### config.mk
export PLATFORM = sky130hd
export DESIGN_NAME = pipeline_bp_reg
export DESIGN_NICKNAME = d
export VERILOG_FILES = /design/src/rtl/pipeline_bp_reg.sv
export SDC_FILE = /design/constraint.sdc
export NUM_CORES = 1
export LEC_CHECK = 0
export ABC_AREA = 1
export CELL_PAD_IN_SITES_DETAIL_PLACEMENT = 1
export CELL_PAD_IN_SITES_GLOBAL_PLACEMENT = 1
export CORE_MARGIN = 8
export CORE_UTILIZATION = 26
export DETAILED_ROUTE_END_ITERATION = 6
export GPL_TIMING_DRIVEN = 1
export HOLD_SLACK_MARGIN = 0.02
export PLACE_DENSITY = 0.72
export SLEW_MARGIN = 20
export SYNTH_ARGS = -nofsm -noshare
export SYNTH_HDL_FRONTEND = slang
export SYNTH_SLANG_ARGS = --single-unit
### constraint.sdc
create_clock -name clk -period 1.4 [get_ports clk]
set_input_delay 0.14 -clock clk [delete_from_list [all_inputs] [get_ports clk]]
set_output_delay 0.14 -clock clk [all_outputs]
set_load 0.05 [all_outputs]
### src/rtl/pipeline_bp_reg.sv
// Backpressure-registered pipeline stage: forward path is combinational when empty,
// d_bp comes from the skid flop so q_bp never reaches upstream in the same cycle.
module pipeline_bp_reg #(
    parameter int Width = 8
) (
    input  logic             clk,
    input  logic             resetn,
    input  logic [Width-1:0] d,
    input  logic             d_valid,
    output logic             d_bp,
    output logic [Width-1:0] q,
    output logic             q_valid,
    input  logic             q_bp
);

    logic             skid_valid;
    logic [Width-1:0] skid_data;
    logic             capture;

    // Handshake: a token moves on a rising edge when valid=1 and bp=0 in that cycle;
    // an unaccepted upstream token stays presented with d/d_valid stable.
    assign d_bp    = ~resetn | skid_valid;
    assign q_valid = resetn & (skid_valid | d_valid);
    assign q       = skid_valid ? skid_data : d;

    // Capture only into an empty skid, so a held token is never overwritten.
    assign capture = resetn & ~skid_valid & d_valid & q_bp;

    always_ff @(posedge clk) begin
        if (!resetn) begin
            skid_valid <= 1'b0;
        end else if (skid_valid) begin
            if (!q_bp) begin
                skid_valid <= 1'b0;
            end
        end else if (capture) begin
            skid_valid <= 1'b1;
        end
    end

    always_ff @(posedge clk) begin
        if (capture) begin
            skid_data <= d;
        end
    end

endmodule

==> flow_summary.json <==
{
  "slew_headroom": 0.865,
  "synth.distinct_cells": 11,
  "hold_class": "in2reg",
  "clock_skew_ns": 0.00201,
  "synthArstFlopShare": 0,
  "dp_hpwl_um": 1010,
  "status": "finished, final reports clean",
  "core_area_mm2": 0.00152,
  "cts_tree": "built",
  "startpoint_type": "register",
  "cts_hold_buf": 0,
  "cts_max_path_buffers": 2,
  "synth_seq_cells": 9,
  "grt_use_met3": 0.0494,
  "drt-wirelength-per-cell_um": 13.9,
  "fin_ws_ns": 0.0869,
  "switching_share": 0.300,
  "p_sw_mw": 0.230,
  "diodes": 0,
  "synth_top_area_cell": "edfxtp_1",
  "hold_violations": 0,
  "p_int_mw": 0.537,
  "fp.dieH_um": 56.5,
  "setup_viol": 0,
  "syn_area_per_cell_um2": 9.92,
  "clockPowerShare": 0.260,
  "yosys.area.top_type_share": 0.563,
  "port_buffers": 21,
  "rsz0062_at_grt": "false",
  "synth-edff-count": 8,
  "leakagePower_nw": 0.349,
  "synth_nets": 55,
  "worstSetupPathType": "reg2out",
  "comb_power_share": 0.340,
  "antenna_found_initial": 0,
  "fill_cells": 167,
  "holdCritStartpoint": "q_bp",
  "ys.flop_type": "edfxtp_1",
  "gr-usage-met2": 0.147,
  "fin_setup_tns_ns": 0,
  "synth_cells": 43,
  "clkLatencyLatePin_ns": 0.25,
  "seqPwrFrac": 0.400,
  "clock-sinks": 9,
  "place_congestion": 0.604,
  "slew_violations": 0,
  "grt_max_degree": 10,
  "drv_cap": 0,
  "clock.fmax_mhz": 762,
  "vias_per_cell": 4.33,
  "worst-r2r-cell-count": 4,
  "r2r_end": "skid_data[2]",
  "critPathLaunch": "skid_valid",
  "crit_fanout": 5,
  "pin_count": 22,
  "grt_pass1_vias": 466,
  "first_pass_iters": 3,
  "crit_path_end": "q[3]",
  "rrSetupSlack_ns": 0.33,
  "period_needed_ns": 1.31,
  "finalCritPeriodShare": 0.938,
  "place_ws_ns": 0.0715,
  "grt_pass1_wl_um": 2060,
  "initial_core_util": 0.280,
  "cp.required_ns": 1.26,
  "wl_um": 1200,
  "vias": 372,
  "cts_buffers": 3,
  "drive_gt1_frac": 0.314,
  "grt-ovfl-total": 0,
  "detail-route-antenna-nets": 0,
  "area_growth_pct": 86.5,
  "arrival_ns": 1.17,
  "crit_path_end_kind": "primary output",
  "nets": 83,
  "top_usage_layer": "met2",
  "row_count": 14,
  "cts.clk_slew.worst_paths_ns": 0.06,
  "synth_common_cells": "nand2_1, edfxtp_1, inv_1",
  "synth_seq_area_share": 0.610,
  "track_usage": 0.0805,
  "htreeDepth": 1,
  "peakVddDrop_mv": 0.441,
  "yosysWarnings": 0,
  "r2r-start": "skid_valid",
  "synth_area_um2": 427,
  "synthTopCellsByArea": "edfxtp_1, nand2_1, dfxtp_1",
  "drt_iter0_markers": 4,
  "die_area_mm2": 0.00319,
  "use_met1": 0.0714,
  "synth_most_common_cell": "nand2_1",
  "cts_root_buffer": "clkbuf_4",
  "p_per_area_mw_per_mm2": 965,
  "worst_pin_slew_ns": 0.202,
  "drcViolationCount": 0,
  "die_w_um": 56.5
}
==> cells by family (layout without fill, tap and decap cells) <==
group | Yosys count | in the layout | synth area share
flip-flops | 9 | 9 | 0.610
buffers and inverters | 4 | 31 | 0.0704
AND/OR/NAND/NOR | 30 | 30 | 0.320
==> power groups by stage <==
stage	Clock, mW	Sequential [mW]	Combinational, mW
finish	0.199	0.307	0.261
global route	0.222	0.308	0.275
CTS	0.208	0.307	0.265
detailed placement	0	0.313	0.265
global placement	0	0.312	0.261
floorplan	0	0.309	0.119
==> state kept, by name, indices dropped and copies added, names as in the netlist <==
signal	count
skid_data	8
skid_valid	1
==> placed cells by master, fill, tap and decap left out <==
| master | count |
|---|---|
| clkbuf_4 | 3 |
| clkbuf_1 | 1 |
| inv_8 | 1 |
| nor2_4 | 1 |
| nor3_2 | 1 |
| nand2_1 | 25 |
| dfxtp_2 | 1 |
| nor2_1 | 1 |
| buf_4 | 3 |
| buf_12 | 10 |
| nand2_4 | 1 |
| clkdlybuf4s50_1 | 11 |
| inv_1 | 2 |
| nor2_2 | 1 |
| edfxtp_1 | 8 |
==> final cells by class <==
type | count | area, um2 | share of cell area
Timing Repair Buffer | 24 | 333 | 0.418
Clock buffer | 4 | 26.3 | 0.0330
Inverter | 3 | 18.8 | 0.0236
Sequential cell | 9 | 262 | 0.329
Tap cell | 16 | 20.0 | 0.0252
Multi-Input combinational cell | 30 | 136 | 0.171
==> worst min-delay path by stage <==
stage | end | slack [ns] | cells after the start
after floorplan | skid_data[0] | 0.24 | 0
after global placement | skid_valid | 0.64 | 2
after detailed placement | skid_valid | 0.65 | 2
after CTS | skid_valid | 0.46 | 3
after global routing | skid_data[5] | 0.46 | 1
final | skid_valid | 0.47 | 3
==> per-stage QoR <==
stage	std cells	area [um2]	hold slack (ns)	power, mW	utilization
final	86	796	0.467	0.768	0.522
after global routing	86	796	0.460	0.804	0.522
after CTS	86	796	0.465	0.780	0.522
after detailed placement	82	768	0.646	0.577	0.504
after global placement	82	768	0.645	0.573	0.504
after floorplan	43	427	0.239	0.428	-
==> critical path: stages, from the launching register on <==
cell	delay, ns
dfxtp_2	0.44
buf_4	0.17
nand2_1	0.05
nand2_1	0.11
buf_12	0.14
==> timing repair <==
action | 4_1_cts | 5_1_grt
endpoints found under the setup margin | 8 | 0
resized for setup | 1 | 0
setup buffers | 0 | 0
==> layer usage <==
metal  wire [um]  share of wire
met5           0              0
met1         445           0.37
met3         102          0.085
met4           0              0
met2         650           0.54
No activity file was read; power rests on OpenSTA's default activity.
